$ cat src/rtl/serial_sub_pkg.sv
// serial_sub_pkg: shared types and limits for the bit-serial subtractor.
//   state_e   - controller state encoding (IDLE, RUN, DONE), 2 bits
//   MAX_WIDTH - largest operand width the block is intended for
package serial_sub_pkg;

  typedef enum logic [1:0] {
    IDLE = 2'd0,
    RUN  = 2'd1,
    DONE = 2'd2
  } state_e;

  localparam int MAX_WIDTH = 64;

endpackage

$ cat src/rtl/half_subtractor.sv
// half_subtractor: single-bit a - b without borrow-in.
//   a, b : input bits
//   d    : difference bit (a ^ b)
//   bo   : borrow out (~a & b)
module half_subtractor (
  input  logic a,
  input  logic b,
  output logic d,
  output logic bo
);

  assign d  = a ^ b;
  assign bo = ~a & b;

endmodule

$ cat src/rtl/serial_subtractor.sv
// serial_subtractor: bit-serial two's-complement subtractor, diff = a - b,
// one bit per clock, LSB first, with a start/busy/done handshake.
//
// Ports:
//   clk        - clock, rising edge
//   rst_n      - synchronous reset, active low
//   start      - request; accepted in IDLE or DONE
//   a, b       - minuend / subtrahend, captured on the accepting edge
//   busy       - high while bits are being processed
//   done       - one-cycle pulse when diff/borrow_out are updated
//   diff       - a - b mod 2^WIDTH, held until the next completion or reset
//   borrow_out - 1 when unsigned a < b
//   overflow   - signed overflow flag (only with SERIAL_SUB_SIGNED_EN)
//
// Build option: define SERIAL_SUB_SIGNED_EN to add the overflow port.
//
// state | meaning
// IDLE  | waiting for start
// RUN   | one operand bit consumed per edge, LSB first
// DONE  | results valid, done high; start accepted here too
module serial_subtractor
  import serial_sub_pkg::*;
#(
  parameter int WIDTH = 8
) (
  input  logic             clk,
  input  logic             rst_n,
  input  logic             start,
  input  logic [WIDTH-1:0] a,
  input  logic [WIDTH-1:0] b,
  output logic             busy,
  output logic             done,
  output logic [WIDTH-1:0] diff,
  output logic             borrow_out
`ifdef SERIAL_SUB_SIGNED_EN
  ,
  output logic             overflow
`endif
);

  localparam int CNT_W = $clog2(WIDTH);

  state_e           state_q, state_d;
  logic [WIDTH-1:0] a_sr_q, a_sr_d;
  logic [WIDTH-1:0] b_sr_q, b_sr_d;
  // Result bits below the MSB; the MSB is the bit produced on the final edge.
  logic [WIDTH-2:0] res_q, res_d;
  logic             borrow_q, borrow_d;
  logic [CNT_W-1:0] cnt_q, cnt_d;
  logic             busy_q, busy_d;
  logic             done_q, done_d;
  logic [WIDTH-1:0] diff_q, diff_d;
  logic             borrow_out_q, borrow_out_d;
`ifdef SERIAL_SUB_SIGNED_EN
  logic             a_msb_q, a_msb_d;
  logic             b_msb_q, b_msb_d;
  logic             overflow_q, overflow_d;
`endif

  logic             d1, bo1, d_bit, bo2, bn;
  logic [WIDTH-1:0] res_wide;

  // Full-subtract cell: (a_bit - b_bit) - borrow.
  half_subtractor u_hs0 (.a(a_sr_q[0]), .b(b_sr_q[0]), .d(d1),    .bo(bo1));
  half_subtractor u_hs1 (.a(d1),        .b(borrow_q),  .d(d_bit), .bo(bo2));

  assign bn       = bo1 | bo2;
  assign res_wide = {d_bit, res_q};

  always_comb begin
    state_d      = state_q;
    a_sr_d       = a_sr_q;
    b_sr_d       = b_sr_q;
    res_d        = res_q;
    borrow_d     = borrow_q;
    cnt_d        = cnt_q;
    busy_d       = busy_q;
    done_d       = 1'b0;
    diff_d       = diff_q;
    borrow_out_d = borrow_out_q;
`ifdef SERIAL_SUB_SIGNED_EN
    a_msb_d      = a_msb_q;
    b_msb_d      = b_msb_q;
    overflow_d   = overflow_q;
`endif
    case (state_q)
      IDLE, DONE: begin
        busy_d  = 1'b0;
        state_d = IDLE;
        if (start) begin
          state_d  = RUN;
          a_sr_d   = a;
          b_sr_d   = b;
          borrow_d = 1'b0;
          cnt_d    = '0;
          busy_d   = 1'b1;
`ifdef SERIAL_SUB_SIGNED_EN
          a_msb_d  = a[WIDTH-1];
          b_msb_d  = b[WIDTH-1];
`endif
        end
      end
      RUN: begin
        a_sr_d   = a_sr_q >> 1;
        b_sr_d   = b_sr_q >> 1;
        res_d    = res_wide[WIDTH-1:1];
        borrow_d = bn;
        cnt_d    = cnt_q + CNT_W'(1);
        busy_d   = 1'b1;
        if (cnt_q == CNT_W'(WIDTH - 1)) begin
          state_d      = DONE;
          diff_d       = res_wide;
          borrow_out_d = bn;
          busy_d       = 1'b0;
          done_d       = 1'b1;
`ifdef SERIAL_SUB_SIGNED_EN
          overflow_d   = (a_msb_q ^ b_msb_q) & (a_msb_q ^ d_bit);
`endif
        end
      end
      default: begin
        state_d = IDLE;
        busy_d  = 1'b0;
      end
    endcase
  end

  always_ff @(posedge clk) begin
    if (!rst_n) begin
      state_q      <= IDLE;
      a_sr_q       <= '0;
      b_sr_q       <= '0;
      res_q        <= '0;
      borrow_q     <= 1'b0;
      cnt_q        <= '0;
      busy_q       <= 1'b0;
      done_q       <= 1'b0;
      diff_q       <= '0;
      borrow_out_q <= 1'b0;
`ifdef SERIAL_SUB_SIGNED_EN
      a_msb_q      <= 1'b0;
      b_msb_q      <= 1'b0;
      overflow_q   <= 1'b0;
`endif
    end else begin
      state_q      <= state_d;
      a_sr_q       <= a_sr_d;
      b_sr_q       <= b_sr_d;
      res_q        <= res_d;
      borrow_q     <= borrow_d;
      cnt_q        <= cnt_d;
      busy_q       <= busy_d;
      done_q       <= done_d;
      diff_q       <= diff_d;
      borrow_out_q <= borrow_out_d;
`ifdef SERIAL_SUB_SIGNED_EN
      a_msb_q      <= a_msb_d;
      b_msb_q      <= b_msb_d;
      overflow_q   <= overflow_d;
`endif
    end
  end

  assign busy       = busy_q;
  assign done       = done_q;
  assign diff       = diff_q;
  assign borrow_out = borrow_out_q;
`ifdef SERIAL_SUB_SIGNED_EN
  assign overflow   = overflow_q;
`endif

endmodule

$ cat config.mk
export PLATFORM = sky130hd
export DESIGN_NAME = serial_subtractor
export DESIGN_NICKNAME = d
export VERILOG_FILES = /design/src/rtl/serial_sub_pkg.sv /design/src/rtl/half_subtractor.sv /design/src/rtl/serial_subtractor.sv
export SDC_FILE = /design/constraint.sdc
export NUM_CORES = 1
export LEC_CHECK = 0
export ABC_AREA = 1
export BUFFER_PORTS_ARGS = -buffer_cell sky130_fd_sc_hd__buf_2
export CORE_MARGIN = 3
export CORE_UTILIZATION = 55
export CTS_CLUSTER_SIZE = 10
export DETAILED_ROUTE_END_ITERATION = 12
export PLACE_DENSITY = 0.77
export SLEW_MARGIN = 20
export SYNTH_ARGS = -nofsm -noshare
export SYNTH_HDL_FRONTEND = slang
export SYNTH_SLANG_ARGS = --single-unit
export TNS_END_PERCENT = 50
$ cat constraint.sdc
create_clock -name clk -period 1.5 [get_ports clk]
set_input_delay 0.075 -clock clk [delete_from_list [all_inputs] [get_ports clk]]
set_output_delay 0.075 -clock clk [all_outputs]
set_load 0.02 [all_outputs]
==> metrics.md, run 1 <==
| Metric | Value |
|---|---|
| Setup violators final | 0 |
| Top-area cell type share of the netlist area | a little under half |
| Routed via count | 1594 |
| Sequential Area | 801 um^2 |
| Met1 Wirelength | roughly 1700 um |
| Tot GR Track Use | between 15 and 20% |
| Die X | 62.7 um |
| Yosys Warn Count | 0 |
| Vias per Instance | roughly 4.8 |
| Post-DP Area | ~1900 um^2 |
| Worst r2r path cells | 4 |
| Routed len/inst | 10.7 um |
| Sink Count | 40 |
| Worst-path clk slew | approximately 110 ps |
| Die Span Y | around 63 um |
| Status | finished clean |
| Final nets | approximately 310 |
| WP data arrival | approximately 1700 ps |
| Uppermost routed layer | met4 |
| Number of global-route vias before repair | ~1400 |
| Post-DP HPWL | about 2300 um |
| First-pass GRT wire length | roughly 6200 um |
| CORE AREA | about 2900 um^2 |
| Cell Area, Synth | 1770 um^2 |
| Finished Layout Cells | between 300 and 400 |
| Crit path top cell by count | ha_1 |
| CP Class | reg2reg |
| Setup TNS | 0 ps |
| DR DRC count | 0 |
| Hold endpoint | res_q[3]$_SDFFE_PN0N_ |
| Final Instance Area | roughly 2200 um^2 |
| Initial drt markers | 97 |
| Slowest-stage cell, CP | dfxtp_1 |
| Die area | approximately 3900 um^2 |
| FFs w/ async S/R, synth | 0% |
| Cells along the critical path | ha_1 -> ha_1 -> nand3_1 -> o21ai_0 |
| Worst skew pair latency | approximately 360 ps |
| TritonCTS buffer count | 5 |
| Worst Path Required | approximately 1800 ps |
| Cells after synthesis | between 200 and 250 |
| Post-route ant nets | 0 |
| Crit path max fanout | 9 |
| Gpl congestion | approximately 0.80 |
| Port bufs | 29 |
| Synth-to-Final Area Change | 22.0% |
| Largest area contributor in the netlist | dfxtp_1 |
| Tmin final | 1370 ps |
| Worst setup SP type | flip-flop |
| CTS root buf | clkbuf_4 |
| Commonest cells in the netlist | nand2_1 (42), nand3_1 (42), dfxtp_1 (40), nor2_1 (38), inv_1 (36) |
| R2r setup slk | about 130 ps |
| Overall Power | roughly 2.2 mW |
| Met2 WL | roughly 1600 um |
| CTS tree | yes |
| Pwr/cell area | ~1000 nW/um^2 |
| Row count | 19 |
| GR Overflow Total | 0 |
| Top post-synthesis cells by area | dfxtp_1 (45%), nand3_1 (12%), nand2_1 (8.9%) |
| Primary FF master, synth | dfxtp_1 |
| RSZ-0062 raised after global routing | false |
| Largest net degree at the start of global routing | 38 |
| Hold depth | 3 |
| Fin. max-slew vios | 0 |
| Lkg Pwr | 1.09 nW |
| FF-to-FF End | diff[4]$_SDFFE_PN0P_ |
| Worst slew pin tran | around 350 ps |
| Maximum clock rate | ~730 MHz |
| Max-slew headroom at the worst pin | around three quarters |
| WL met3 | roughly 180 um |
| Placed Cells | just over 300 |
| Fin crit share | approximately nine tenths |
| Yosys reg bits | 40 |
| H-tree depth | 2 |
| Peak supply drop | about 0.77 mV |
| Fillers | roughly 250 |
| Syn nets | around 270 |
| Initial DRT Pass Iterations | 4 |
| CTS max path bufs | 2 |
| DRT Wirelength | roughly 3600 um |
| Number of synthesized flops with an enable pin | 0 |
| Io pins | 30 |
| Clock Skew | approximately 7 ps |
| Multi-input combinational cell area | about 730 um^2 |
| Initial antenna violation count | 0 |
| Post-synthesis sequential area ratio | a little under half |
| Hold Crit Class | in2reg |
| Layout cell share with drive strength beyond 1 | around 16% |
| Distinct cells, synth | 19 |
| Resize count post-CTS | 0 |
| Peak per-stage delay on the critical path | approximately 370 ps |
| Worst hold start | rst_n |
| Syn Area/Cell | between 7 and 8 um^2 |
| Hold Fails Final Rpt | 0 |
| Worst setup EP type | flip-flop |
| Initial Util | between 60% and 70% |
| Beginning of the worst register-to-register path | cnt_q[0]$_SDFFE_PN0P_ |
| MaxCap Viol Count | 0 |
| N_diodes | 0 |
==> kinds of logic after synthesis <==
group | count (synthesis) | synth area share (%)
flops | 40 | 45.2
compound gates | 26 | 7.35
simple gates | 127 | 31.2
fa+ha+maj | 3 | 2.54
buf+inv | 53 | 13.6
==> critical path, delay by kind of cell, from the launching register on <==
kind | cells | cell delay [ps]
AND/OR/NAND/NOR | 1 | 230
flip-flops | 1 | 370
adder cells (fa/ha/maj) | 2 | 510
AO/OA/AOI/OAI | 1 | 200
==> area by class of cell <==
class / count / share of cell area [%]
inverters: 39 / 6.78
clock inverters: 2 / 1.62
flip-flops and latches: 40 / 37.1
clock buffers: 6 / 1.91
well taps: 42 / 2.43
repair buffers: 50 / 16.5
multi-input cells: 156 / 33.7
==> repair_timing <==
action | 4_1_cts | 5_1_grt
hold endpoints to repair | 16 | 0
setup buffers | 0 | 0
hold buffers | 16 | 0
==> cell usage in the layout, fill, tap and decap left out, drive strengths merged <==
master,count
a21oi,15
nand3,42
buf,34
nand3b,1
dlygate4sd3,16
inv,38
nand2,45
dfxtp,40
clkinv,2
bufinv,1
nor2,39
fa,1
clkbuf,6
o21ai,11
ha,2
==> state kept, by name (all words and copies together) (netlist names) <==
name,count
borrow_q,1
b_sr_q,8
cnt_q,3
res_q,7
diff,8
done,1
borrow_out,1
a_sr_q,8
state_q,2
busy,1
==> worst max-delay path by stage <==
stage,start,end,slack [ps],depth (start not counted)
2_1_floorplan,cnt_q[0]$_SDFFE_PN0P_,diff[7]$_SDFFE_PN0P_,300,7
3_3_place_gp,cnt_q[0]$_SDFFE_PN0P_,diff[7]$_SDFFE_PN0P_,190,6
3_5_place_dp,cnt_q[0]$_SDFFE_PN0P_,diff[4]$_SDFFE_PN0P_,150,4
4_1_cts,cnt_q[0]$_SDFFE_PN0P_,diff[4]$_SDFFE_PN0P_,130,4
5_1_grt,cnt_q[0]$_SDFFE_PN0P_,diff[4]$_SDFFE_PN0P_,30,4
6_report,cnt_q[0]$_SDFFE_PN0P_,diff[4]$_SDFFE_PN0P_,130,4
==> through the flow <==
stage | hold slack (ps) | util (%) | setup slack (ps)
floorplan | 210 | - | 304
global placement | 296 | 66.3 | 193
detailed placement | 301 | 66.3 | 147
CTS | 74.8 | 74.5 | 132
global route | 97.7 | 74.5 | 29.5
finish | 91.7 | 74.5 | 126
==> metal layers <==
layer	track usage, %	vias up
met5	0	-
met4	10.7	0
met3	5.22	7
met2	30.5	35
met1	25.6	691
li1	-	861
==> where the power goes <==
| group | switching (mW) | internal (mW) |
|---|---|---|
| logic | 0.198 | 0.152 |
| registers | 0.0322 | 1.13 |
| clock network | 0.349 | 0.349 |
Note: power is estimated with default switching activity, not from simulation.
==> run 2: changes to the inputs <==
--- a/config.mk
+++ b/config.mk
@@ -7,6 +7,7 @@
 export LEC_CHECK = 0
 export ABC_AREA = 1
 export BUFFER_PORTS_ARGS = -buffer_cell sky130_fd_sc_hd__buf_2
+export CORE_ASPECT_RATIO = 0.8
 export CORE_MARGIN = 3
 export CORE_UTILIZATION = 55
 export CTS_CLUSTER_SIZE = 10
==> constraint.sdc (replaced) <==
create_clock -name clk -period 1.7 [get_ports clk]
set_input_delay 0.085 -clock clk [delete_from_list [all_inputs] [get_ports clk]]
set_output_delay 0.085 -clock clk [all_outputs]
set_load 0.02 [all_outputs]
==> run 2 against run 1 <==
Register-to-register slack improved by 95 ps. Clock power decreased by 7.9%. Sequential share of layout area increased by 3.0 points. Maximum frequency decreased by 7.1%. Global-route usage decreased by 0.79 points. Combinational power decreased by 21%. Largest power group unchanged. Non-clock buffer count decreased by 16. First-iteration DRC count increased by 33%. Worst setup slack improved by 95 ps. Highest routed layer unchanged. Power decreased by 12%. Clock-buffer cell count increased by 2. Critical path type unchanged. Final area decreased by 7.6%.
==> metrics.md, run 2 (same netlist as run 1, synthesis figures left out) <==
| Metric | Value |
|---|---|
| Vias per Instance | 4.91 (was 4.76) |
| Worst-path clk slew | 70 ps (was 110 ps) |
| Final nets | 298 (was 314) |
| Post-DP Area | 1910 um^2 (was 1920 um^2) |
| Cells along the critical path | inv_2 -> nor2_4 -> nand3_1 -> inv_1 -> nand2_1 -> nand2_1 (was ha_1 -> ha_1 -> nand3_1 -> o21ai_0) |
| Die X | 69.4 um (was 62.7 um) |
| Worst hold slack | 11.4 ps (was 91.7 ps) |
| Slowest-stage cell, CP | dfxtp_1 (unchanged) |
| Port bufs | 29 (unchanged) |
| Placed Cells | 307 (was 311) |
| Initial drt markers | 129 (was 97) |
| WP data arrival | 1710 ps (was 1660 ps) |
| R2r setup slk | 220 ps (was 130 ps) |
| TritonCTS buffer count | 5 (unchanged) |
| RSZ-0062 raised after global routing | false (unchanged) |
| Initial Util | 60.8% (was 61.0%) |
| Row count | 17 (was 19) |
| Lkg Pwr | 1.02 nW (was 1.09 nW) |
| Beginning of the worst register-to-register path | state_q[0]$_SDFFE_PN0P_ (was cnt_q[0]$_SDFFE_PN0P_) |
| Post-CTS setup buffer count | 0 (unchanged) |
| Hold Crit Class | in2reg (unchanged) |
| Worst skew pair latency | 290 ps (was 360 ps) |
| N_diodes | 0 (unchanged) |
| Sink Count | 40 (unchanged) |
| Crit path max fanout | 16 (was 9) |
| Peak per-stage delay on the critical path | 530 ps (was 370 ps) |
| CP Class | reg2reg (unchanged) |
| Routed via count | 1548 (was 1594) |
| Final Instance Area | 2000 um^2 (was 2160 um^2) |
| Hold Fails Final Rpt | 0 (unchanged) |
| Setup violators final | 0 (unchanged) |
| Die area | 3940 um^2 (about the same) |
| Number of global-route vias before repair | 1400 (was 1433) |
| Peak supply drop | 0.576 mV (was 0.773 mV) |
| Pwr/cell area | 975 nW/um^2 (was 1020 nW/um^2) |
| Post-CTS Hold Buffers | 0 (was 16) |
| Gpl congestion | 0.771 (was 0.799) |
| Tmin final | 1480 ps (was 1370 ps) |
| Worst slew pin tran | 361 ps (was 347 ps) |
| GR Overflow Total | 0 (unchanged) |
| Post-route ant nets | 0 (unchanged) |
| Crit path top cell by count | nand2_1 (was ha_1) |
| Io pins | 30 (unchanged) |
| Worst r2r path cells | 6 (was 4) |
| First-pass GRT wire length | 6060 um (was 6200 um) |
| Overall Power | 1.95 mW (was 2.21 mW) |
| DRT Wirelength | 3400 um (was 3590 um) |
| Synth-to-Final Area Change | 12.7% (was 22.0%) |
| Worst setup EP type | flip-flop (unchanged) |
| CORE AREA | 2910 um^2 (was 2900 um^2) |
| Fin crit share | 87.0% (was 91.6%) |
| Maximum clock rate | 676 MHz (was 728 MHz) |
| H-tree depth | 2 (unchanged) |
| DR DRC count | 0 (unchanged) |
| MaxCap Viol Count | 0 (unchanged) |
| Fin. max-slew vios | 0 (unchanged) |
| Routed len/inst | 10.8 um (was 10.7 um) |
| Clock Skew | 5.58 ps (was 6.92 ps) |
| Finished Layout Cells | 315 (was 335) |
| Initial DRT Pass Iterations | 5 (was 4) |
| Resize count post-CTS | 0 (unchanged) |
| Post-DP HPWL | 2360 um (was 2300 um) |
| CTS max path bufs | 2 (unchanged) |
| Hold depth | 3 (unchanged) |
| Hold endpoint | b_sr_q[1]$_SDFFE_PN0P_ (was res_q[3]$_SDFFE_PN0N_) |
| Most frequent cells in the layout | nand3_1 (42), nand2_1 (42), dfxtp_1 (40) (unchanged) |
| Worst setup SP type | flip-flop (unchanged) |
| Tot GR Track Use | 19.2% (was 20.0%) |
| Layout cell share with drive strength beyond 1 | 16.6% (was 16.0%) |
| CTS tree | yes (unchanged) |
| FF-to-FF End | diff[7]$_SDFFE_PN0P_ (was diff[4]$_SDFFE_PN0P_) |
| Die Span Y | 56.7 um (was 62.7 um) |
| Initial antenna violation count | 0 (unchanged) |
| Largest net degree at the start of global routing | 38 (unchanged) |
| Worst Path Required | 1940 ps (was 1790 ps) |
| Setup TNS | 0 ps (unchanged) |
| Worst hold start | b[1] (was rst_n) |
| Status | finished clean (unchanged) |
| CTS root buf | clkbuf_8 (was clkbuf_4) |
| Max-slew headroom at the worst pin | 75.9% (was 76.9%) |
| Crit path from | state_q[0]$_SDFFE_PN0P_ (was cnt_q[0]$_SDFFE_PN0P_) |
## run 2: cell types whose count changed in the layout (fill, tap and decap cells not counted)
cell           change
clkbuf_8           +6
clkbuf_4           -5
bufinv_16          -1
buf_12             -1
dlygate4sd3_1     -16
clkbuf_1           +1
clkinv_2           -1
buf_4              +1
## run 2: worst max-delay path, delay by kind of cell (launching register included)
family                 cells  cell delay (ps)
AND/OR/NAND/NOR            4              640
flip-flops                 1              530
buffers and inverters      2              250
## run 2: cell type report
class	instances	area, um^2
inverters	39	146
repair buffers	34	183
clock buffers	8	90.1
fillers	269	918
flip-flops and latches	40	801
well taps	38	47.5
multi-input cells	156	728
## run 2: worst max-delay path by stage
stage                                    endpoint  slack (ps)  cells past startpoint
after CTS                    diff[7]$_SDFFE_PN0P_         240                      6
final                        diff[7]$_SDFFE_PN0P_         220                      6
after global placement       diff[2]$_SDFFE_PN0P_         310                      5
after detailed placement  borrow_out$_SDFFE_PN0P_         290                      5
after floorplan              diff[7]$_SDFFE_PN0P_         500                      7
after global routing         diff[7]$_SDFFE_PN0P_          30                      6
## run 2: where the power goes
| group | internal [mW] | leakage [nW] | switching, mW |
|---|---|---|---|
| combinational | 0.107 | 0.649 | 0.170 |
| sequential | 0.997 | 0.328 | 0.0289 |
| clock | 0.331 | 0.0455 | 0.312 |
| total | 1.43 | 1.02 | 0.511 |
## run 2: layer usage
| layer | GRT usage [%] | vias up | routed length [um] |
|---|---|---|---|
| li1 | - | 823 | - |
| met1 | 25.4 | 682 | 1740 |
| met5 | 0 | - | 0 |
| met2 | 29.1 | 36 | 1430 |
| met4 | 9.19 | 0 | 65 |
| met3 | 4.83 | 7 | 169 |
## run 2: per-stage QoR
step	utilization [%]	setup slack, ps
3_5_place_dp	65.4	286
4_1_cts	68.5	243
3_3_place_gp	65.4	311
2_1_floorplan	-	504
5_1_grt	68.5	30.0
6_report	68.5	221
